### src/rtl/uart_pixel_loader.sv
// UART-to-frame-buffer loader: packs received bytes MSB-first into pixels and writes them to sequential addresses.
// Optional per-frame header hunting is enabled by defining UART_SYNC_HDR_EN.
module uart_pixel_loader #(
    parameter int          PIXEL_W      = 12,
    parameter int          IMAGE_WIDTH  = 800,
    parameter int          IMAGE_HEIGHT = 600,
    parameter int          ONE_SHOT     = 0,
    parameter logic [7:0]  SYNC_BYTE    = 8'hA5,
    parameter int          FCNT_W       = 8,
    localparam int         NPIX         = IMAGE_WIDTH * IMAGE_HEIGHT,
    localparam int         ADDR_W       = (NPIX > 1) ? $clog2(NPIX) : 1
) (
    input  logic                clk,
    input  logic                rst,
    input  logic [7:0]          rx_data,
    input  logic                rx_empty,
    output logic                rd_uart,
    input  logic                start,
    input  logic                resync,
    output logic                w_en,
    output logic [ADDR_W-1:0]   w_addr,
    output logic [PIXEL_W-1:0]  w_data,
    output logic                frame_done,
    output logic [FCNT_W-1:0]   frame_cnt,
    output logic                busy
);
    localparam int BYTES  = (PIXEL_W + 7) / 8;
    localparam int PACK_W = BYTES * 8;
    localparam int IDX_W  = (BYTES > 1) ? $clog2(BYTES) : 1;

`ifdef UART_SYNC_HDR_EN
    localparam bit HDR_EN = 1'b1;
`else
    localparam bit HDR_EN = 1'b0;
`endif

    localparam logic [2:0] IDLE  = 3'd0;
    localparam logic [2:0] HUNT  = 3'd1;
    localparam logic [2:0] RECV  = 3'd2;
    localparam logic [2:0] WRITE = 3'd3;
    localparam logic [2:0] DONE  = 3'd4;

    logic [2:0]        state_reg;
    logic [IDX_W-1:0]  idx_reg;
    logic [PACK_W-1:0] pack_reg;
    logic [PACK_W-1:0] pack_next;
    logic [ADDR_W-1:0] addr_reg;
    logic [FCNT_W-1:0] fcnt_reg;

    logic resync_eff;
    logic pop;
    logic write;
    logic last_pix;
    logic last_byte;

    // Single-byte pixels have no older bytes to keep in the pack register.
    generate
        if (BYTES == 1) begin : g_pack_one
            assign pack_next = rx_data;
        end else begin : g_pack_multi
            assign pack_next = {pack_reg[PACK_W-9:0], rx_data};
        end
    endgenerate

    always_comb begin
        resync_eff = resync && !((state_reg == IDLE) && (ONE_SHOT != 0));
        pop        = !resync_eff && !rx_empty &&
                     ((state_reg == RECV) || (HDR_EN && (state_reg == HUNT)));
        write      = !resync_eff && (state_reg == WRITE);
        last_pix   = (addr_reg == ADDR_W'(NPIX - 1));
        last_byte  = (idx_reg == IDX_W'(BYTES - 1));
    end

    always_ff @(posedge clk) begin
        if (rst) begin
            state_reg <= IDLE;
            idx_reg   <= '0;
            pack_reg  <= '0;
            addr_reg  <= '0;
            fcnt_reg  <= '0;
        end else if (resync_eff) begin
            state_reg <= HUNT;
            idx_reg   <= '0;
            pack_reg  <= '0;
            addr_reg  <= '0;
        end else begin
            case (state_reg)
                IDLE: begin
                    if ((ONE_SHOT == 0) || start) begin
                        state_reg <= HUNT;
                    end
                end
                HUNT: begin
                    // Header bytes are consumed, never stored in the pack register.
                    if (!HDR_EN || (pop && (rx_data == SYNC_BYTE))) begin
                        state_reg <= RECV;
                    end
                end
                RECV: begin
                    if (pop) begin
                        pack_reg <= pack_next;
                        if (last_byte) begin
                            idx_reg   <= '0;
                            state_reg <= WRITE;
                        end else begin
                            idx_reg <= idx_reg + 1'b1;
                        end
                    end
                end
                WRITE: begin
                    if (last_pix) begin
                        addr_reg <= '0;
                        fcnt_reg <= fcnt_reg + 1'b1;
                        if (ONE_SHOT != 0) begin
                            state_reg <= DONE;
                        end else begin
                            state_reg <= HDR_EN ? HUNT : RECV;
                        end
                    end else begin
                        addr_reg  <= addr_reg + 1'b1;
                        state_reg <= RECV;
                    end
                end
                DONE: begin
                    if (start) begin
                        state_reg <= HUNT;
                    end
                end
                default: state_reg <= IDLE;
            endcase
        end
    end

    assign rd_uart    = pop;
    assign w_en       = write;
    assign w_addr     = addr_reg;
    assign w_data     = pack_reg[PACK_W-1 -: PIXEL_W];
    assign frame_done = write && last_pix;
    assign frame_cnt  = fcnt_reg;
    assign busy       = (state_reg == HUNT) || (state_reg == RECV) || (state_reg == WRITE);

endmodule

### config.mk
export PLATFORM = sky130hd
export DESIGN_NAME = uart_pixel_loader
export DESIGN_NICKNAME = d
export VERILOG_FILES = /design/src/rtl/uart_pixel_loader.sv
export SDC_FILE = /design/constraint.sdc
export NUM_CORES = 1
export LEC_CHECK = 0
export ABC_AREA = 1
export CORE_MARGIN = 3
export CORE_UTILIZATION = 60
export CTS_CLUSTER_DIAMETER = 120
export DETAILED_ROUTE_END_ITERATION = 16
export DONT_BUFFER_PORTS = 1
export GPL_ROUTABILITY_DRIVEN = 0
export MAX_ROUTING_LAYER = met4
export PLACE_DENSITY = 0.78
export SYNTH_ARGS = -nofsm -noshare
export SYNTH_HDL_FRONTEND = slang
export SYNTH_SLANG_ARGS = --single-unit
### constraint.sdc
create_clock -name clk -period 2.1 [get_ports clk]
set_input_delay 0.21 -clock clk [delete_from_list [all_inputs] [get_ports clk]]
set_output_delay 0.21 -clock clk [all_outputs]
set_load 0.03 [all_outputs]
## Word level (Yosys, flattened, before mapping)

Cells that the tools add are included.

| word-level totals | value |
|---|---|
| bits in registers | 47 |
| bits of input ports | 13 |
| output and inout port bits | 43 |

| cells by class | value |
|---|---|
| $add $sub $neg | 3 |
| eq/ne operators | 11 |
| multiplexer cells | 7 |
| bitwise gates (word level) | 1 |
| reductions and logical operators | 15 |

Operator list:

| operator | count |
|---|---|
| $add A19 B1 Y19 const B | 1 |
| $eq A19 B19 Y1 const B | 1 |
| $mux W19 | 1 |
| $pmux W3 S4 | 1 |
| $mux W3 | 3 |
| $ne A3 B3 Y1 const B | 3 |
| $reduce_and A3 Y1 | 3 |
| $add A8 B1 Y8 const B | 1 |
| $eq A3 B2 Y1 const B | 2 |
| $ne A2 B2 Y1 const B | 3 |
| $logic_and A1 B1 Y1 | 4 |
| $reduce_or A2 Y1 | 2 |
| $eq A3 B1 Y1 const B | 1 |
| $eq A3 B3 Y1 const B | 1 |
| $logic_not A3 Y1 | 1 |
| $logic_not A1 Y1 | 2 |
| $logic_or A1 B1 Y1 | 2 |
| $mux W1 | 2 |
| $reduce_and A2 Y1 | 1 |
| $add A1 B1 Y1 const B | 1 |
| $not A1 Y1 | 1 |

## Longest topological paths before layout

Gate-level depths: netlist (run 1).

| depth | value |
|---|---|
| depth after elaboration | 6 |
| depth in mapped cells | 10 |
| mapped depth without buffers | 9 |

## Least setup slack after synthesis (run 1)

Ideal clock, no wire load.

| timing path | value |
|---|---|
| path kind | flip-flop to flip-flop |
| start point | register addr_reg[1], in the netlist w_addr[1] |
| end point | register addr_reg[16], in the netlist w_addr[16] |
| arrival time | 1.609 ns |
| required time | 1.984 ns |
| path slack | 0.375 ns |
| stages on the path, launching flop included | 9 |
| clock period less this slack | 1.725 ns |
| cell sequence | dfxtp_1 > ha_1 > nand3_2 > nor3_4 > nand2_4 > o21ai_4 > inv_2 > nand2_1 > nor2_1 |

| on the way | value |
|---|---|
| word-level cells in the longest chain between the ends | 2 |

Ends and longest elaborated chain:

| what | line | source |
|---|---|---|
| start, declared | 47 | `logic [ADDR_W-1:0] addr_reg;` |
| start signal, assigned | 120 | `addr_reg <= addr_reg + 1'b1;` |
| $add A19 B1 Y19 or $eq A19 B19 Y1 (tied branches) | 120, 70 |  |
| $mux W19 (*) | 111 | `if (last_pix) begin` |

Every way passes the cells marked *; elsewhere a longest branch is shown, timed or not.
A chain may end at the register's enable or synchronous reset.

## Worst setup path in the final report (run 1)

| timing path | value |
|---|---|
| start point | register addr_reg[10], in the netlist w_addr[10] |
| end point | output frame_done |

| on the way | value |
|---|---|
| word-level cells in the longest chain between the ends | 2 |

Ends and longest elaborated chain:

| what | line | source |
|---|---|---|
| $eq A19 B19 Y1 | 70 | `last_pix = (addr_reg == ADDR_W'(NPIX - 1));` |
| $logic_and A1 B1 Y1 | 138 | `assign frame_done = write && last_pix;` |
| end, declared | 23 | `output logic frame_done,` |

Every way passes these cells.

==> results of run 1 <==
-- timing repair --
item | in CTS | in global routing
gates resized for setup | 0 | 2
setup endpoints to repair | 0 | 1
hold buffers | 1 | 0
hold endpoints to repair | 4 | 0
buffers inserted | 0 | 0
-- worst max-delay path: stages (launching register included) --
cell and delay, ns:
dfxtp_1 0.45, inv_1 0.16, nand2_1 0.07, nor2_2 0.16
nand2_1 0.07, nor2_1 0.15, and3_2 0.31
-- layout by cell type (no fill, tap or decap), types with 3 or more instances in the layout --
master / instances
a21oi_1: 8
nand3_2: 3
clkbuf_8: 5
xnor2_1: 3
buf_4: 22
nor2_2: 4
nand2_1: 58
dfxtp_1: 46
inv_6: 3
inv_1: 32
nand3_1: 16
nor2_1: 83
xor2_1: 6
nor3_1: 8
o21ai_0: 20
nand4_1: 11
-- layout make-up --
type	instances	area [µm²]	area share, %
clock inverter	3	26.28	1.062
inverter	35	131.4	5.308
clock buffer	5	68.82	2.781
sequential	46	920.9	37.21
tap	46	57.56	2.326
multi-input combinational	229	1095	44.24
timing repair buffer	23	175.2	7.078
-- cells by family (layout without fill, tap and decap cells) --
| kind of cell | Yosys count | count (layout) | share of synthesized area [%] |
|---|---|---|---|
| AND/OR/NAND/NOR | 189 | 189 | 36.73 |
| AO/OA/AOI/OAI | 29 | 29 | 6.914 |
| XOR/XNOR | 9 | 9 | 3.485 |
| buffers and inverters | 52 | 66 | 11.06 |
| flip-flops | 46 | 46 | 40.71 |
| adder cells (fa/ha/maj) | 2 | 2 | 1.106 |
-- path summary, 6_finish.rpt --
check	from	to	cells past startpoint
hold / removal	rx_data[2]	pack_reg[2]	2
setup reg to reg	w_addr[10]	frame_cnt[4]	10
hold reg to reg	pack_reg[0]	pack_reg[0]	2
setup / recovery	w_addr[10]	frame_done	6
-- through the flow --
step                setup WS, ns  hold slack (ns)  std cells  power [µW]
global placement          0.3862           0.2810        378       955.0
detailed placement        0.2743           0.2836        378       956.5
CTS                      0.05671          0.06527        387        1525
floorplan                 0.3749           0.2791        327       945.3
finish                    0.2123          0.06194        387        1527
global route             0.06292          0.05932        387        1571
-- layer usage --
metal | GRT usage [%] | wire (µm)
met5 | - | 0
met3 | 7.488 | 368
met4 | 9.620 | 85
met2 | 39.88 | 2371
met1 | 28.66 | 2142
-- power by group --
group | total, µW | internal (µW) | switching [µW]
Clock | 588 | 248 | 341
Sequential | 883 | 876 | 7.20
Combinational | 54.8 | 15.0 | 39.8
Total | 1530 | 1140 | 388
==> run metrics, run 1 <==
first-pass GRT wire length 8217 µm; Layout Cell Area excl Fill ~0.0025 mm²; vias ~2000; Seq/Total Area, Yosys around two fifths; Global Route Usage Sum between 20 and 25%; # H-tree levels 2; RSZ-0062 raised after global routing no; Area growth syn-to-layout 9.402%; GRT overflow 0; largest net degree at the start of global routing 19; period utilisation layout 89.89%; Buffers on Ports 0; Yosys top cell area share about two fifths; synthesis warning total 0; overall die height ~67 µm; vias in the first global route between 1500 and 2000; leakage power about 0.00095 µW; HP Class in -> reg; R2R setup slack about 0.33 ns; Worst Path Max Fanout 4; Worst EP required between 1.5 and 2 ns; core area approximately 0.0035 mm²; final slew viol count 0; max reg flops 19; fmax approximately 0.53 GHz; crit path DAT approximately 1.7 ns; Detail Placement HPWL ~3700 µm; DIE AREA roughly 0.0045 mm²; synth cell count leaders nor2_1, nand2_1, dfxtp_1, inv_1, o21ai_0; Crit Path Category reg -> out; Mapped Cells between 300 and 400; initial DRC count ~210; initial core utilization 64.73%; diode count 0; synthesized area per cell 6.918 µm²; Fin Setup TNS 0 ns; status finished, final reports clean; share of layout cells above drive strength 1 about an eighth; Worst-Margin Slew 0.4464 ns; Clock Skew between 0.008 and 0.009 ns; endpoints failing setup 0; CP Launch Type flip-flop; DRC Markers 0; row cnt 21; CTS Buf Count 5; ys flop type dfxtp_1; Top Ports 56; chip width ~67 µm; Core Util, Final 70.82%; synthesis-stage register bit count 46; CTS Buffer Depth 2; syn nets roughly 340; Slew Limit Headroom 70.20%; CTS Root Cell clkbuf_8; initial antenna violation count 0; Power Density around 600 mW/mm²; Final Hold Fails 0; Worst-path clk slew around 0.10 ns; Synth area leader dfxtp_1; ANT nets after route 0; dpl cell area between 0.002 and 0.0025 mm²; clk sinks 46; count leader, synth nor2_1; Synth Cell Area about 0.0023 mm²; DRT Pass-1 Iters 4; Worst-Skew Late Latency between 0.3 and 0.4 ns; TritonCTS clock tree yes; Unique masters post-synth 26; detail-routed via count per cell about 5.2; Post-synth EDFFs 0; top cells by area, synth dfxtp_1, nor2_1, nand2_1, inv_1, o21ai_0; max cap viols 0; min cycle time layout 1.888 ns; Post-synth ARST share 0%; number of fill cells in the layout between 200 and 300; DRT Wirelength a little under 5000 µm; final net count between 300 and 400; VDD IR max about 0.55 mV; WL per Instance between 10 and 15 µm; CP Capture Type output pin
(Power assumes the default switching activity.)
==> run 2: changes to the inputs <==
--- a/config.mk
+++ b/config.mk
@@ -14,6 +14,7 @@
 export GPL_ROUTABILITY_DRIVEN = 0
 export MAX_ROUTING_LAYER = met4
 export PLACE_DENSITY = 0.78
+export REMOVE_ABC_BUFFERS = 1
 export SYNTH_ARGS = -nofsm -noshare
 export SYNTH_HDL_FRONTEND = slang
 export SYNTH_SLANG_ARGS = --single-unit
==> run 2 against run 1 <==
Count of clock-buffer cells in the layout rose by 1. Design area fell by 0.15%. Highest routed layer unchanged. Via count rose by 0.10%. Critical path depth did not move. Flip-flop and latch count did not move.
==> run metrics, run 2 (synthesized netlist as in run 1, its figures left out) <==
VDD IR max 0.4909 mV (-10%); vias 1997 (+0.10%); initial antenna violation count 0 (unchanged); endpoints failing setup 0 (unchanged); CTS Buf Count 5 (unchanged); largest net degree at the start of global routing 19 (unchanged); DRC Markers 0 (unchanged); hold path startpoint rx_data[3]; Worst-path clk slew 0.08 ns (-0.02 ns); initial DRC count 190 (-8.7%); row cnt 21 (unchanged); number of fill cells in the layout 312 (+8.3%); status finished, final reports clean; first-pass GRT wire length 7983 µm (-2.8%); Buffers on Ports 0 (unchanged); WHS Path Cells 2 (unchanged); Global Route Usage Sum 23.60% (-1.1 points); HP Class in -> reg; Area growth syn-to-layout 9.237%; period utilisation layout 88.48% (-1.4 points); Worst-Skew Late Latency 0.30 ns (about the same); met1 Track Usage GR 27.54% (-1.1 points); detail-routed via count per cell 5.160 (+0.10%); fmax 0.5382 GHz (+1.6%); Reg2Reg Depth 8 (-2); vias in the first global route 1846 (+0.33%); commonest non-fill, non-tap cell in the layout nor2_1; GR Layer Usage met2 39.02% (-0.86 points); CP Capture Type output pin; ANT nets after route 0 (unchanged); GRT overflow 0 (unchanged); DIE AREA 0.004543 mm² (unchanged); leakage power 0.0009457 µW (-0.13%); TritonCTS clock tree yes; DRT Pass-1 Iters 4 (unchanged); Slew Limit Headroom 70.55% (+0.35 points); max reg flops 19 (unchanged); min cycle time layout 1.858 ns (-0.02965 ns); clk sinks 46 (unchanged); Detail Placement HPWL 3576 µm (-3.4%); DRT Wirelength 4783 µm (-3.7%); Fin Setup TNS 0 ns (unchanged); Worst-Margin Slew 0.4411 ns (-0.005232 ns); r2r endpoint frame_cnt[1]; Worst Path Max Fanout 3 (-1); Clock Skew 0.005307 ns (-0.003420 ns); hold worst-path end pack_reg[3]; most frequent cells in the layout nor2_1, nand2_1, dfxtp_1; # H-tree levels 2 (unchanged); diode count 0 (unchanged); CP Launch Type flip-flop; CTS Root Cell clkbuf_8; chip width 67.40 µm (unchanged); Worst EP required 1.89 ns (about the same); overall die height 67.40 µm (unchanged); CTS Buffer Depth 2 (unchanged); worst r2r src w_addr[0]; WL per Instance 12.36 µm (-3.7%); max cap viols 0 (unchanged); final net count 355 (unchanged); RSZ-0062 raised after global routing no; core area 0.003495 mm² (unchanged); Top Usage Layer GRT met2; PnR Total Power 1505 µW (-1.4%); Post CTS Setup Buffer Count 0 (unchanged); final slew viol count 0 (unchanged); crit path DAT 1.65 ns (-0.03 ns); Power Density 608.9 mW/mm² (-1.3%); Crit Path Category reg -> out; GR Util met3 6.988% (-0.50 points); Top Ports 56 (unchanged); share of layout cells above drive strength 1 12.02% (-0.59 points); R2R setup slack 0.32 ns (about the same); Final Hold Fails 0 (unchanged); initial core utilization 64.73% (unchanged)
==> run 2: cell count changes in the layout (fill, tap and decap cells not counted), sizes merged <==
cell / before / now
clkbuf: 5 / 6
inv: 36 / 33
clkinv: 2 / 3
clkinvlp: 0 / 1
==> run 2: worst max-delay path by stage <==
stage	startpoint	end	slack, ns
floorplan	w_addr[1]	frame_cnt[1]	0.30
global placement	w_addr[0]	w_addr[16]	0.43
detailed placement	w_addr[0]	frame_cnt[1]	0.36
CTS	w_addr[0]	frame_done	0.24
global route	w_addr[0]	frame_cnt[1]	0.07
finish	w_addr[0]	frame_done	0.24
==> run 2: power breakdown <==
part	internal, µW	leakage (µW)	switching [µW]	total (µW)
Combinational	15.0	0.000528	38.9	53.9
Sequential	876	0.000371	7.12	883
Clock	265	0.0000472	303	568
==> run 2: cell type report <==
type	instances	area [µm²]	area share, %
clock buffers	6	82.58	3.342
clock inverters	2	12.51	0.5063
repair buffers	23	175.2	7.089
flip-flops and latches	46	920.9	37.27
multi-input cells	229	1091	44.15
well taps	46	57.56	2.329
inverters	35	131.4	5.316
==> run 2: through the flow <==
stage          hold WS [ns]  instance area (µm²)  cells  worst slack [ns]  utilization (%)
6_report            0.07720                 2471    387            0.2420            70.71
5_1_grt             0.08502                 2471    387           0.06730            70.71
4_1_cts             0.07203                 2471    387            0.2371            70.71
3_5_place_dp         0.2831                 2366    378            0.3593            67.71
3_3_place_gp         0.2807                 2366    378            0.4278            67.71
2_1_floorplan        0.2791                 2143    310            0.3017                -
==> run 2: metal layers <==
| layer | routed length, µm | up-vias |
|---|---|---|
| met5 | 0 | - |
| met3 | 425 | 8 |
| met2 | 2213 | 67 |
| li1 | - | 1050 |
| met4 | 62 | 0 |
| met1 | 2082 | 872 |
==> run 2: what timing repair did <==
item / 4_1_cts / 5_1_grt
resized for setup: 0 / 0
endpoints found under the hold margin: 4 / 0
hold buffers: 1 / 0
==> run 2: worst max-delay path: stages, from the launching register on <==
cell and delay [ns]:
dfxtp_1 0.34, ha_1 0.24, nand2_1 0.08, nor2_1 0.09, nand2_1 0.06, nor2_1 0.16
and3_1 0.37
